### src/rtl/led_share_arbiter_if.sv
// Requester/LED-side bundle for led_share_arbiter: request levels and patterns in,
// grant/done/busy status and the shared LED drive out.
interface led_share_arbiter_if;
  logic [3:0]  req;
  logic [31:0] req_pattern;
  logic [3:0]  grant;
  logic [3:0]  done;
  logic        busy;
  logic [7:0]  led;

  modport master (
    output req,
    output req_pattern,
    input  grant,
    input  done,
    input  busy,
    input  led
  );

  modport slave (
    input  req,
    input  req_pattern,
    output grant,
    output done,
    output busy,
    output led
  );
endinterface

### src/rtl/led_share_arbiter.sv
// Round-robin sharing of the 8-bit LED bank between four status sources (IDLE/SHOW/GAP).
// Optional SHOW-phase blinking is built only when LED_ARB_BLINK_EN is defined.
module led_share_arbiter #(
  parameter int unsigned HOLD_CYCLES  = 32'h00800000,
  parameter int unsigned GAP_CYCLES   = 32'h00100000,
  parameter int unsigned BLINK_CYCLES = 32'h00200000
) (
  input logic                clk,
  input logic                rst_n,
  input logic                en,
  led_share_arbiter_if.slave bus
);

  localparam logic [31:0] HoldLast = 32'(HOLD_CYCLES - 1);
  localparam logic [31:0] GapLast  = 32'(GAP_CYCLES - 1);

  // Zero-length windows have no defined behaviour; refuse them at elaboration.
  if (HOLD_CYCLES == 0 || GAP_CYCLES == 0 || BLINK_CYCLES == 0) begin : g_param_check
    $error("led_share_arbiter: HOLD/GAP/BLINK_CYCLES must be >= 1");
  end

  typedef enum logic [1:0] {StIdle, StShow, StGap} state_e;

  state_e      state_q, state_d;
  logic [31:0] timer_q, timer_d;
  logic [3:0]  grant_q, grant_d;
  logic [3:0]  done_q, done_d;
  logic        busy_q, busy_d;
  logic [7:0]  led_q, led_d;
  logic [7:0]  pattern_q, pattern_d;
  logic [1:0]  last_q, last_d;

`ifdef LED_ARB_BLINK_EN
  localparam logic [31:0] BlinkLast = 32'(BLINK_CYCLES - 1);
  logic [31:0] blink_cnt_q, blink_cnt_d;
  logic        blink_on_q, blink_on_d;
`endif

  logic [1:0] sel;
  logic [1:0] cand;
  logic       any_req;

  // Scan last+4 down to last+1 so the nearest requester after last wins.
  always_comb begin
    sel     = '0;
    cand    = '0;
    any_req = 1'b0;
    for (int k = 4; k >= 1; k--) begin
      cand = last_q + 2'(k);
      if (bus.req[cand]) begin
        sel     = cand;
        any_req = 1'b1;
      end
    end
  end

  always_comb begin
    state_d   = state_q;
    timer_d   = timer_q;
    grant_d   = grant_q;
    led_d     = led_q;
    pattern_d = pattern_q;
    last_d    = last_q;
    done_d    = '0;
`ifdef LED_ARB_BLINK_EN
    blink_cnt_d = blink_cnt_q;
    blink_on_d  = blink_on_q;
`endif

    if (en) begin
      unique case (state_q)
        StIdle: begin
          led_d = '0;
          if (any_req) begin
            state_d   = StShow;
            grant_d   = 4'b0001 << sel;
            pattern_d = bus.req_pattern[{sel, 3'b000} +: 8];
            led_d     = bus.req_pattern[{sel, 3'b000} +: 8];
            timer_d   = '0;
            last_d    = sel;
`ifdef LED_ARB_BLINK_EN
            blink_cnt_d = '0;
            blink_on_d  = 1'b1;
`endif
          end
        end

        StShow: begin
          if (!bus.req[last_q]) begin
            // Requester withdrew: skip straight to the gap, no completion pulse.
            state_d = StGap;
            grant_d = '0;
            led_d   = '0;
            timer_d = '0;
          end else if (timer_q == HoldLast) begin
            state_d = StGap;
            done_d  = grant_q;
            grant_d = '0;
            led_d   = '0;
            timer_d = '0;
          end else begin
            timer_d = timer_q + 32'd1;
`ifdef LED_ARB_BLINK_EN
            if (blink_cnt_q == BlinkLast) begin
              blink_cnt_d = '0;
              blink_on_d  = ~blink_on_q;
              led_d       = blink_on_q ? 8'h00 : pattern_q;
            end else begin
              blink_cnt_d = blink_cnt_q + 32'd1;
            end
`endif
          end
        end

        StGap: begin
          led_d = '0;
          if (timer_q == GapLast) begin
            state_d = StIdle;
            timer_d = '0;
          end else begin
            timer_d = timer_q + 32'd1;
          end
        end

        default: state_d = StIdle;
      endcase
    end

    busy_d = (state_d != StIdle);
  end

  always_ff @(posedge clk) begin
    if (!rst_n) begin
      state_q   <= StIdle;
      timer_q   <= '0;
      grant_q   <= '0;
      done_q    <= '0;
      busy_q    <= 1'b0;
      led_q     <= '0;
      pattern_q <= '0;
      last_q    <= 2'd3;
`ifdef LED_ARB_BLINK_EN
      blink_cnt_q <= '0;
      blink_on_q  <= 1'b0;
`endif
    end else begin
      state_q   <= state_d;
      timer_q   <= timer_d;
      grant_q   <= grant_d;
      done_q    <= done_d;
      busy_q    <= busy_d;
      led_q     <= led_d;
      pattern_q <= pattern_d;
      last_q    <= last_d;
`ifdef LED_ARB_BLINK_EN
      blink_cnt_q <= blink_cnt_d;
      blink_on_q  <= blink_on_d;
`endif
    end
  end

  assign bus.grant = grant_q;
  assign bus.done  = done_q;
  assign bus.busy  = busy_q;
  assign bus.led   = led_q;

endmodule
### src/flat_wrapper.sv
// flat-port wrapper written by rule: the top's interface ports become plain ports
module led_share_arbiter_flat 
#(
  parameter int unsigned HOLD_CYCLES  = 32'h00800000,
  parameter int unsigned GAP_CYCLES   = 32'h00100000,
  parameter int unsigned BLINK_CYCLES = 32'h00200000
)
  (clk, rst_n, en, bus_req, bus_req_pattern, bus_grant, bus_done, bus_busy, bus_led);
  led_share_arbiter_if bus_i ();
  input logic clk;
  input logic rst_n;
  input logic en;
  input wire logic [$bits(bus_i.req)-1:0] bus_req;
  input wire logic [$bits(bus_i.req_pattern)-1:0] bus_req_pattern;
  output wire logic [$bits(bus_i.grant)-1:0] bus_grant;
  output wire logic [$bits(bus_i.done)-1:0] bus_done;
  output wire logic [$bits(bus_i.busy)-1:0] bus_busy;
  output wire logic [$bits(bus_i.led)-1:0] bus_led;
  assign bus_i.req = bus_req;
  assign bus_i.req_pattern = bus_req_pattern;
  assign bus_grant = bus_i.grant;
  assign bus_done = bus_i.done;
  assign bus_busy = bus_i.busy;
  assign bus_led = bus_i.led;
  led_share_arbiter #(.HOLD_CYCLES(HOLD_CYCLES), .GAP_CYCLES(GAP_CYCLES), .BLINK_CYCLES(BLINK_CYCLES)) u_core (.clk(clk), .rst_n(rst_n), .en(en), .bus(bus_i));
endmodule
### config.mk
export PLATFORM = sky130hd
export DESIGN_NAME = led_share_arbiter_flat
export DESIGN_NICKNAME = d
export VERILOG_FILES = /design/src/rtl/led_share_arbiter_if.sv /design/src/rtl/led_share_arbiter.sv /design/src/flat_wrapper.sv
export SDC_FILE = /design/constraint.sdc
export NUM_CORES = 1
export LEC_CHECK = 0
export BUFFER_PORTS_ARGS = -buffer_cell sky130_fd_sc_hd__buf_4
export CORE_ASPECT_RATIO = 0.7
export CORE_MARGIN = 4
export CORE_UTILIZATION = 60
export DETAILED_ROUTE_END_ITERATION = 6
export GPL_ROUTABILITY_DRIVEN = 0
export PLACE_DENSITY_LB_ADDON = 0.12
export SYNTH_ARGS = -nofsm -noshare
export SYNTH_HDL_FRONTEND = slang
export SYNTH_SLANG_ARGS = --single-unit
### constraint.sdc
create_clock -name clk -period 4.4 [get_ports clk]
set_input_delay 0 -clock clk [delete_from_list [all_inputs] [get_ports clk]]
set_output_delay 0 -clock clk [all_outputs]
set_load 0.005 [all_outputs]
* Word-level counts from Yosys, hierarchy flattened *
Index checks and enable logic that the tools add are counted.

word-level totals
  flip-flop bits (word level) = 53
  bits in latches = 0
  bits in writable memories = 0
  bits in read-only memories = 0
  bits of input ports = 39
  output and inout port bits = 17
  memories = 0

cells by class
  add/subtract/negate cells = 4
  multipliers = 0
  div/mod/pow operators = 0
  order comparisons = 4
  eq/ne operators = 6
  shift operators = 2
  mux-type cells = 35
  bitwise gates (word level) = 0
  reduce and logical (&&, ||, !) cells = 9

operators by type and width
  kind                                                   count
  two-way mux 32 bit                                     4
  one-hot mux 32 bit (3 select lines)                    1
  adder 32 x 1 -> 32 bit, second input constant          1
  equality test 32 x 20 -> 1 bit, second input constant  1
  equality test 32 x 23 -> 1 bit, second input constant  1
  variable part select 32 x 6 -> 8 bit                   1
  two-way mux 8 bit                                      3
  one-hot mux 8 bit (3 select lines)                     1
  two-way mux 2 bit                                      9
  < comparator 2 x 3 -> 1 bit, second input constant     4
  two-way mux 4 bit                                      3
  AND reduction 3 bit                                    3
  binary-select mux 1 bit (select 2 bit)                 4
  two-way mux 1 bit                                      8
  one-hot mux 4 bit (2 select lines)                     1
  one-hot mux 2 bit (3 select lines)                     1
  AND reduction 5 bit                                    1
  adder 2 bit, second input constant                     2
  AND reduction 4 bit                                    1
  nonzero test 2 bit                                     2
  left shift 1 x 2 -> 4 bit, first input constant        1
  inequality test 3 bit, second input constant           1
  nonzero test 3 bit                                     1
  adder 2 x 1 -> 2 bit, second input constant            1
  4 further kinds                                        4

* Longest topological paths before layout *
Gate-level depths: netlist (run 1).

  depth after elaboration = 10
  gate-level depth with buffers = 9
  mapped depth without buffers = 7

* Least setup slack after synthesis (run 1) *
Ideal clock, no wire load.

  path kind = reg2reg
  start point = register u_core.timer_q[0]
  end point = register u_core.grant_q[0] (netlist: u_core.bus.grant[0])
  library setup time = 117 ps
  arrival = 2063 ps
  required time = 4283 ps
  setup slack = 2219 ps
  cell stages (with the launch flop) = 9
  path buffers = 2
  clock period less this slack = 2181 ps
  cell sequence = dfxtp_1 -> ha_1 -> nand4_1 -> nor4_1 -> buf_2 -> a31oi_1 -> buf_2 -> o31a_1 -> a32o_1

on the way
  cells in the longest elaborated chain, start to end = 3

ends and longest elaborated chain
  what                             line                      RTL
  from (decl)                      led_share_arbiter.sv:25   logic [31:0] timer_q, timer_d;
  from (signal assigned)           led_share_arbiter.sv:148  timer_q <= timer_d;
  equality test 32 x 23 -> 1 bit   led_share_arbiter.sv:95   end else if (timer_q == HoldLast) begin
  inequality test 3 bit (no line)  --
  AND reduction 4 bit (no line)    --
  to (signal assigned)             led_share_arbiter.sv:149  grant_q <= grant_d;
  to (decl)                        led_share_arbiter.sv:26   logic [3:0] grant_q, grant_d;

Every way passes these cells.
A chain may end at the register's enable or synchronous reset.

* Worst setup path in the final report (run 1) *
  start point = register u_core.timer_q[0]
  end point = register u_core.led_q[5] (netlist: u_core.bus.led[5])

on the way
  cells in the longest elaborated chain, start to end = 3

ends and longest elaborated chain
  what                             line                      RTL
  equality test 32 x 23 -> 1 bit   led_share_arbiter.sv:95
  inequality test 3 bit (no line)  --
  AND reduction 3 bit (no line)    --
  to (signal assigned)             led_share_arbiter.sv:152  led_q <= led_d;
  to (decl)                        led_share_arbiter.sv:29   logic [7:0] led_q, led_d;

Every way passes these cells.

==> flow_summary.json, run 1 <==
{
  "yosys.cell_count.top_type": "dfxtp_1",
  "setup_violations": 0,
  "hpwlAfterDp_mm": 5.88,
  "synth.distinct_cells": 48,
  "fin_crit_ps": 2710,
  "crit_path_cell_trace": "ha_1 -> nand4_1 -> nor4_1 -> buf_4 -> a31oi_1 -> o31a_1 -> a32o_1",
  "crit_fanout": 12,
  "ys.flop_type": "dfxtp_1",
  "cp.arrival_ps": 2960,
  "yosys.area.top_type": "dfxtp_1",
  "peakVddDrop_v": 0.000219,
  "syn_inst": 363,
  "synth_fa_ha_area_share_pct": 2.13,
  "muxShareOfSynthArea_pct": 0.768,
  "cts_root_buf": "clkbuf_8",
  "timing.setup.tns_ps": 0,
  "drt_pass1_iterations": 5,
  "path_delay_family": "compound AO/OA/AOI/OAI gates",
  "antenna_found_initial": 0,
  "drtAntennaViolNets": 0,
  "totalWireLength_mm": 8.10,
  "maxSlewViolCount": 0,
  "cp_slowest_cell": "a31oi_1",
  "grt_pass1_wl_mm": 13.5,
  "ys_ff_latch": 53,
  "worstSetupPathType": "reg2reg",
  "die_width_um": 91.6,
  "syn_area_um2": 2930,
  "grtUsageTotal_pct": 27.3,
  "synth_edf_count": 0,
  "synthTopCellsByArea": "dfxtp_1 (36%), nand3_1 (7.7%), o21ai_0 (4.6%)",
  "leakage_nw": 1.26,
  "yosysSeqAreaShare_pct": 36.2,
  "cts_tree": "built",
  "fin_cells": 476,
  "io_buffers": 55,
  "critical_path_depth": 7,
  "cts.clk_slew.worst_paths_ps": 100,
  "overflow": 0,
  "drt_iter0_drc": 309,
  "synth_compound_area_share_pct": 20.8,
  "cts_buffers": 5,
  "core_area_um2": 4530,
  "synth_top_family_by_area": "simple AND/OR/NAND/NOR gates",
  "place_inst": 467,
  "syn2layout_area_growth_pct": 19.2,
  "cp-start-kind": "register",
  "cp-end-kind": "register",
  "rows": 20,
  "clock_skew_ps": 11.8,
  "diodes": 0,
  "yosys_warnings": 0,
  "r2r_cells": 7,
  "die_area_um2": 6090,
  "initial_core_util_pct": 64.8,
  "async_flop_share_pct": 0,
  "worstMarginPinSlew_ps": 1290,
  "crit_path_max_incr_delay_ps": 1020,
  "clock_sinks": 53,
  "hold_viol": 0,
  "drive_gt1_share_pct": 17.8,
  "ctsHtreeMaxLevel": 2,
  "num-nets-final": 453,
  "post_drt_via_cell_ratio": 6.54,
  "cap_violations": 0,
  "syn_area_per_cell_um2": 8.08,
  "via_count": 3111,
  "rsz0062_at_grt": "false",
  "grt_pass1_vias": 2844,
  "hold_class": "in2reg",
  "fmax_mhz": 369,
  "synth_xor_xnor_area_share_pct": 4.48,
  "synth_common_cells": "dfxtp_1 (53), nand3_1 (45), nand2_1 (29)",
  "synth_nets": 407,
  "crit_required_ps": 4660,
  "die_y_um": 66.5,
  "relSlewSlack_pct": 13.5,
  "power.total_mw": 1.05,
  "hold_path_depth": 4,
  "synthSimpleGateAreaFrac_pct": 31.5,
  "status": "finished clean",
  "clk_latency_ps": 310,
  "synth.top_cell.area_share_pct": 36.2,
  "grt_max_degree": 27,
  "crit_buf_inv": 1,
  "clk_path_buf_depth": 2,
  "period_share_pct": 61.5,
  "wl_per_cell_um": 17.0,
  "drc_errors": 0,
  "p_per_area_nw_per_um2": 300,
  "io_pins": 56
}
-- where the power goes --
group	switching [mW]	internal, mW
clock	0.161	0.171
combinational	0.120	0.0867
sequential	0.0129	0.496
total	0.294	0.753
-- worst register-to-register path, cell delays in order (launching register included) --
cell and delay [ps]:
dfxtp_1 360, ha_1 260, nand4_1 170, nor4_1 70, buf_4 170, a31oi_1 1020, o31a_1 420, a32o_1 190
-- layout make-up --
class                      instances  area (um2)
multi-input combinational        280        1760
sequential                        53        1060
fill                             335        1030
timing repair buffer              60         453
tap                               66        82.6
clock buffer                       6        72.6
clock inverter                     2        38.8
inverter                           9        33.8
-- path summary, 6_finish.rpt --
path | from | end | slack (ps)
max | u_core.timer_q[0] | u_core.bus.led[5] | 1690
min | bus_req_pattern[18] | u_core.bus.led[2] | 70
max reg2reg | u_core.timer_q[0] | u_core.bus.led[5] | 1690
min reg2reg | u_core.bus.led[7] | u_core.bus.led[7] | 480
-- per-layer routing --
metal / vias up / part of all wire, % / track usage [%]
met5: - / 0 / 0
met1: 1483 / 46 / 38.6
met4: 0 / 1.3 / 7.52
met3: 15 / 8.3 / 5.08
li1: 1467 / - / -
met2: 146 / 45 / 42.7
-- registers in the layout (all words and copies together) (netlist names) --
name and count:
u_core.state_q 2, u_core.bus.done 4, u_core.bus.grant 4, u_core.last_q 2, u_core.bus.busy 1, u_core.timer_q 32, u_core.bus.led 8
-- through the flow --
stage | util, % | instance area [um2] | worst slack, ps | hold WS [ps]
3_5_place_dp | 74.5 | 3380 | 1830 | 306
6_report | 77.2 | 3500 | 1690 | 71.7
4_1_cts | 77.2 | 3500 | 1820 | 70.2
3_3_place_gp | 74.5 | 3380 | 1910 | 299
5_1_grt | 77.2 | 3500 | 1550 | 94.0
2_1_floorplan | - | 2930 | 2220 | 169
-- logic make-up (layout without fill, tap and decap cells) --
logic type      Yosys count  after routing
fa+ha+maj                 5              5
mux                       1              1
simple gates            170            170
xor+xnor                 15             15
buf+inv                  30             77
flops                    53             53
compound gates           89             89
-- placed cells by master (no fill, tap or decap), drive strengths merged, types with 6 or more instances in the layout --
master and count:
nor3 8, a21oi 16, xnor2 8, nand2 29, a32o 12, nor2 22
or3 10, buf 59, nand4 10, dfxtp 53, nor4 16, o21ai 27
clkbuf 6, xor2 7, o221ai 7, inv 9, nand3 45
-- repair_timing --
item	in CTS	in global routing
buffers inserted	0	0
setup endpoints to repair	0	0
endpoints found under the hold margin	2	0
gates resized for setup	0	0
hold buffers	1	0
(Power assumes the default switching activity.)
==> run 2, diff against run 1 <==
--- a/config.mk
+++ b/config.mk
@@ -8,7 +8,7 @@
 export BUFFER_PORTS_ARGS = -buffer_cell sky130_fd_sc_hd__buf_4
 export CORE_ASPECT_RATIO = 0.7
 export CORE_MARGIN = 4
-export CORE_UTILIZATION = 60
+export CORE_UTILIZATION = 50
 export DETAILED_ROUTE_END_ITERATION = 6
 export GPL_ROUTABILITY_DRIVEN = 0
 export PLACE_DENSITY_LB_ADDON = 0.12
==> constraint.sdc (replaced) <==
create_clock -name clk -period 2.2 [get_ports clk]
set_input_delay 0 -clock clk [delete_from_list [all_inputs] [get_ports clk]]
set_output_delay 0 -clock clk [all_outputs]
set_load 0.005 [all_outputs]
==> run 2 against run 1 <==
  * The flow now finishes with violations (negative setup slack)
  * Final cell count grew 11%
  * Maximum frequency grew 20%
  * Wire length grew 19%
  * Non-clock buffer count grew 43
  * Sequential share of layout area shrank 4.0 points
  * Clock-buffer cell count shrank 1
  * Critical path type unchanged
==> flow_summary.json, run 2 (same netlist as run 1, synthesis figures left out) <==
{
  "core_area_um2": 5700,
  "p_per_area_nw_per_um2": 570,
  "hold_start": "bus_req_pattern[17]",
  "r2r_cells": 8,
  "num-nets-final": 496,
  "cp.arrival_ps": 2450,
  "period_share_pct": 102,
  "die_y_um": 72.1,
  "post_drt_via_cell_ratio": 6.32,
  "antenna_found_initial": 0,
  "leakage_nw": 1.52,
  "diodes": 0,
  "final_cell_mix": "buf_4 (93), dfxtp_1 (46), nand3_1 (44)",
  "status": "finished, violations left",
  "rsz0062_at_grt": "true",
  "crit_fanout": 6,
  "clk_path_buf_depth": 2,
  "grt_pass1_vias": 2868,
  "relSlewSlack_pct": 61.4,
  "drt_pass1_iterations": 5,
  "clock_sinks": 53,
  "worstMarginPinSlew_ps": 574,
  "maxSlewViolCount": 0,
  "die_area_um2": 7170,
  "regMostFlops": "u_core.timer_q",
  "totalWireLength_mm": 9.62,
  "utilization_pct": 71.4,
  "holdPathEnd": "u_core.bus.led[1]",
  "hold_viol": 0,
  "hold_class": "in2reg",
  "rrSetupSlack_ps": -50,
  "crit_required_ps": 2400,
  "largest_reg_flops": 32,
  "setup_ws_ps": -49.4,
  "cts_root_buf": "clkbuf_8",
  "cts.clk_slew.worst_paths_ps": 100,
  "hold_path_depth": 4,
  "grt_pass1_wl_mm": 13.7,
  "ctsHtreeMaxLevel": 2,
  "clk_latency_ps": 310,
  "drive_gt1_share_pct": 31.8,
  "drc_errors": 0,
  "overflow": 0,
  "drt_iter0_drc": 269,
  "reg2reg_from": "u_core.timer_q[28]",
  "fin_cells": 528,
  "drtAntennaViolNets": 0,
  "syn2layout_area_growth_pct": 38.7,
  "stdcell_area_um2": 4070,
  "grt_max_degree": 27,
  "cts_buffers": 5,
  "cap_violations": 0,
  "peakVddDrop_v": 0.000413,
  "fmax_mhz": 445,
  "die_width_um": 99.5,
  "initial_core_util_pct": 51.5,
  "setup_violations": 13,
  "place_inst": 500,
  "worstSetupPathType": "reg2reg",
  "io_pins": 56,
  "dpl-instance-area_um2": 3590,
  "hpwlAfterDp_mm": 6.24,
  "crit_start": "u_core.timer_q[28]",
  "io_buffers": 55,
  "r2r_end": "u_core.timer_q[27]",
  "via_count": 3338,
  "rows": 23,
  "violations": "negative setup slack",
  "fin_crit_ps": 2250,
  "cts_tree": "built",
  "dpl_worst_slack_ps": -80.2,
  "cp-start-kind": "register",
  "grtUsageTotal_pct": 23.4,
  "clock_skew_ps": 9.53,
  "final_common_cell": "buf_4",
  "wl_per_cell_um": 18.2,
  "cp-end-kind": "register"
}
[run 2: cell types whose count changed in the layout (fill, tap and decap cells not counted), sizes merged]
cell / previous run / this run
buf: 59 / 101
bufinv: 1 / 2
[run 2: area by class of cell]
| cell class | instances | area [um2] |
|---|---|---|
| Tap cell | 75 | 93.8 |
| Timing Repair Buffer | 103 | 843 |
| Multi-Input combinational cell | 280 | 1890 |
| Clock inverter | 3 | 65.1 |
| Inverter | 9 | 33.8 |
| Fill cell | 448 | 1630 |
| Sequential cell | 53 | 1070 |
| Clock buffer | 5 | 68.8 |
[run 2: worst max-delay path by stage]
stage / to / slack, ps / cells after the start
finish: u_core.timer_q[27] / -50 / 8
global route: u_core.timer_q[17] / -110 / 7
CTS: u_core.timer_q[11] / 10 / 8
detailed placement: u_core.bus.led[7] / -80 / 5
global placement: u_core.bus.led[6] / 20 / 5
floorplan: u_core.bus.grant[0] / 20 / 8
[run 2: critical path, cell delays in order, from the launching register on]
cell      delay, ps
dfxtp_2         350
or4_4           540
nor4_4          240
buf_6           170
a311oi_4        150
o31ai_4         300
buf_4           180
buf_6           160
a21oi_2          40
[run 2: through the flow]
step	TNS [ps]	power, mW	hold WS (ps)
2_1_floorplan	0	1.28	169
3_3_place_gp	0	1.48	297
3_5_place_dp	-721	1.49	303
4_1_cts	0	2.25	89.1
5_1_grt	-1980	2.41	92.6
6_report	-300	2.32	79.5
[run 2: power by group]
group          internal [mW]  switching (mW)  total, mW
clock network          0.452           0.326      0.778
logic                  0.238           0.288      0.527
registers              0.992          0.0232       1.01
total                   1.68           0.638       2.32
[run 2: repair_timing]
item,CTS,global route
endpoints found under the hold margin,2,0
gates resized for setup,1,39
hold buffers,1,0
cloned,0,3
setup buffers,1,15
pin swaps,1,16
endpoints found under the setup margin,37,46
[run 2: layer usage]
layer | global-route usage (%) | share of wire, % | vias to the layer above
met2 | 35.1 | 44 | 160
met5 | 0 | 0 | -
met4 | 3.94 | 1.9 | 0
li1 | - | - | 1563
met1 | 35.1 | 46 | 1587
met3 | 5.09 | 8.0 | 28
==> run 3, diff against run 2 <==
--- a/config.mk
+++ b/config.mk
@@ -7,8 +7,8 @@
 export LEC_CHECK = 0
 export BUFFER_PORTS_ARGS = -buffer_cell sky130_fd_sc_hd__buf_4
 export CORE_ASPECT_RATIO = 0.7
-export CORE_MARGIN = 4
-export CORE_UTILIZATION = 50
+export CORE_MARGIN = 3
+export CORE_UTILIZATION = 55
 export DETAILED_ROUTE_END_ITERATION = 6
 export GPL_ROUTABILITY_DRIVEN = 0
 export PLACE_DENSITY_LB_ADDON = 0.12
==> constraint.sdc (replaced) <==
create_clock -name clk -period 2.3 [get_ports clk]
set_input_delay 0 -clock clk [delete_from_list [all_inputs] [get_ports clk]]
set_output_delay 0 -clock clk [all_outputs]
set_load 0.005 [all_outputs]
==> run 3 against run 2 <==
  * The flow now finishes without violations
  * Worst setup slack better by 130 ps
  * Final cell count down 4.7%
  * Highest routed layer unchanged
  * Sequential cell count unchanged
  * Register-to-register slack better by 130 ps
  * Core utilization up 4.1 points
  * Sequential power down 4%
  * Global-route usage up 4.6 points
  * Hold slack worse by 6.2 ps
  * Clock skew down 3.8 ps
==> flow_summary.json, run 3 (same netlist as run 1, synthesis figures left out) <==
{
  "status": "finished clean",
  "hpwlAfterDp_mm": 6.13,
  "place_inst": 488,
  "clock_skew_ps": 5.76,
  "core_area_um2": 4970,
  "grt_pass1_vias": 2983,
  "cap_violations": 0,
  "rsz0062_at_grt": "true",
  "initial_core_util_pct": 59.1,
  "regMostFlops": "u_core.timer_q",
  "peakVddDrop_v": 0.000333,
  "rrSetupSlack_ps": 80,
  "crit_fanout": 6,
  "diodes": 0,
  "die_width_um": 93.3,
  "grtUsageTotal_pct": 28.0,
  "grt_max_degree": 18,
  "cts_buffers": 5,
  "cp-start-kind": "register",
  "nFillCells": 366,
  "die_y_um": 67.1,
  "syn2layout_area_growth_pct": 27.9,
  "final_common_cell": "buf_4",
  "io_pins": 56,
  "maxSlewViolCount": 0,
  "hold_viol": 0,
  "clock_sinks": 53,
  "grt_pass1_wl_mm": 14.0,
  "ctsHtreeMaxLevel": 2,
  "drtAntennaViolNets": 0,
  "crit_start": "u_core.timer_q[29]",
  "r2r_cells": 7,
  "antenna_found_initial": 0,
  "drt_pass1_iterations": 6,
  "largest_reg_flops": 32,
  "worstMarginPinSlew_ps": 611,
  "crit_required_ps": 2500,
  "reg2reg_from": "u_core.timer_q[29]",
  "drc_errors": 0,
  "die_area_um2": 6260,
  "cts.clk_slew.worst_paths_ps": 100,
  "p_per_area_nw_per_um2": 556,
  "worstSetupPathType": "reg2reg",
  "totalWireLength_mm": 8.60,
  "cts_root_buf": "clkbuf_8",
  "final_cell_mix": "buf_4 (81), dfxtp_1 (51), nand3_1 (45)",
  "critPathCapture": "u_core.timer_q[30]",
  "clk_path_buf_depth": 2,
  "overflow": 0,
  "cts_tree": "built",
  "cp.arrival_ps": 2420,
  "setup_ws_ps": 83.3,
  "rows": 21,
  "setup_violations": 0,
  "dpl_worst_slack_ps": -67.9,
  "leakage_nw": 1.40,
  "via_count": 3232,
  "drive_gt1_share_pct": 24.2,
  "fin_cells": 503,
  "fin_crit_ps": 2220,
  "r2r_end": "u_core.timer_q[30]",
  "hold_class": "in2reg",
  "period_share_pct": 96.4,
  "cp-end-kind": "register",
  "post_drt_via_cell_ratio": 6.43,
  "wl_per_cell_um": 17.1,
  "fmax_mhz": 451,
  "relSlewSlack_pct": 59.2,
  "io_buffers": 55,
  "num-nets-final": 477,
  "clk_latency_ps": 310,
  "drt_iter0_drc": 250
}
-- run 3: critical path: stages, from the launching register on --
cell	delay, ps
dfxtp_1	360
or3_1	470
nor4_4	240
buf_4	190
a311oi_2	190
o31ai_4	310
clkdlybuf4s15_2	290
a21oi_1	50
-- run 3: layout make-up --
cell class	instances	area (um2)	share of cell area [%]
inverter	9	33.8	0.901
tap	69	86.3	2.30
sequential	53	1060	28.4
multi-input combinational	280	1810	48.2
clock inverter	2	37.5	1.00
clock buffer	6	82.6	2.20
timing repair buffer	84	641	17.1
-- run 3: metrics by stage --
stage | power [mW] | cell area (um2) | utilization, % | TNS [ps] | hold slack, ps
2_1_floorplan | 1.22 | 2930 | - | 0 | 169
5_1_grt | 2.17 | 3750 | 75.5 | -31.7 | 88.3
6_report | 2.08 | 3750 | 75.5 | 0 | 73.4
3_3_place_gp | 1.40 | 3510 | 70.8 | 0 | 296
4_1_cts | 2.08 | 3660 | 73.6 | 0 | 66.6
3_5_place_dp | 1.41 | 3510 | 70.8 | -486 | 310
-- run 3: repair_timing --
action                                  CTS  global route
endpoints found under the setup margin   24            38
setup buffers                             0             5
pin swaps                                 2             8
hold endpoints to repair                  2             0
hold buffers                              1             0
cloned                                    0             1
resized for setup                         2             8
-- run 3: routing by layer --
metal  share of wire, %  up-vias  global-route usage [%]
met3                7.3        6                    5.76
li1                   -     1515                       -
met2                 45      142                    43.6
met1                 46     1569                    39.4
met4               0.72        0                    7.31
met5                  0        -                       0
-- run 3: report_power, final --
part           internal [mW]  total [mW]  switching, mW  leakage, nW
registers              0.948       0.970         0.0221        0.430
clock network          0.354       0.666          0.312       0.0574
logic                  0.195       0.448          0.253        0.908
total                   1.50        2.08          0.587         1.40
-- run 3: worst min-delay path by stage --
stage                                   start                end  slack, ps  cells past startpoint
final                     bus_req_pattern[23]  u_core.bus.led[7]         70                      4
after global routing      bus_req_pattern[28]  u_core.bus.led[4]         90                      4
after CTS                 bus_req_pattern[23]  u_core.bus.led[7]         70                      4
after detailed placement                rst_n   u_core.last_q[1]        310                      2
after global placement                  rst_n   u_core.last_q[0]        300                      2
after floorplan                         rst_n  u_core.timer_q[6]        170                      2
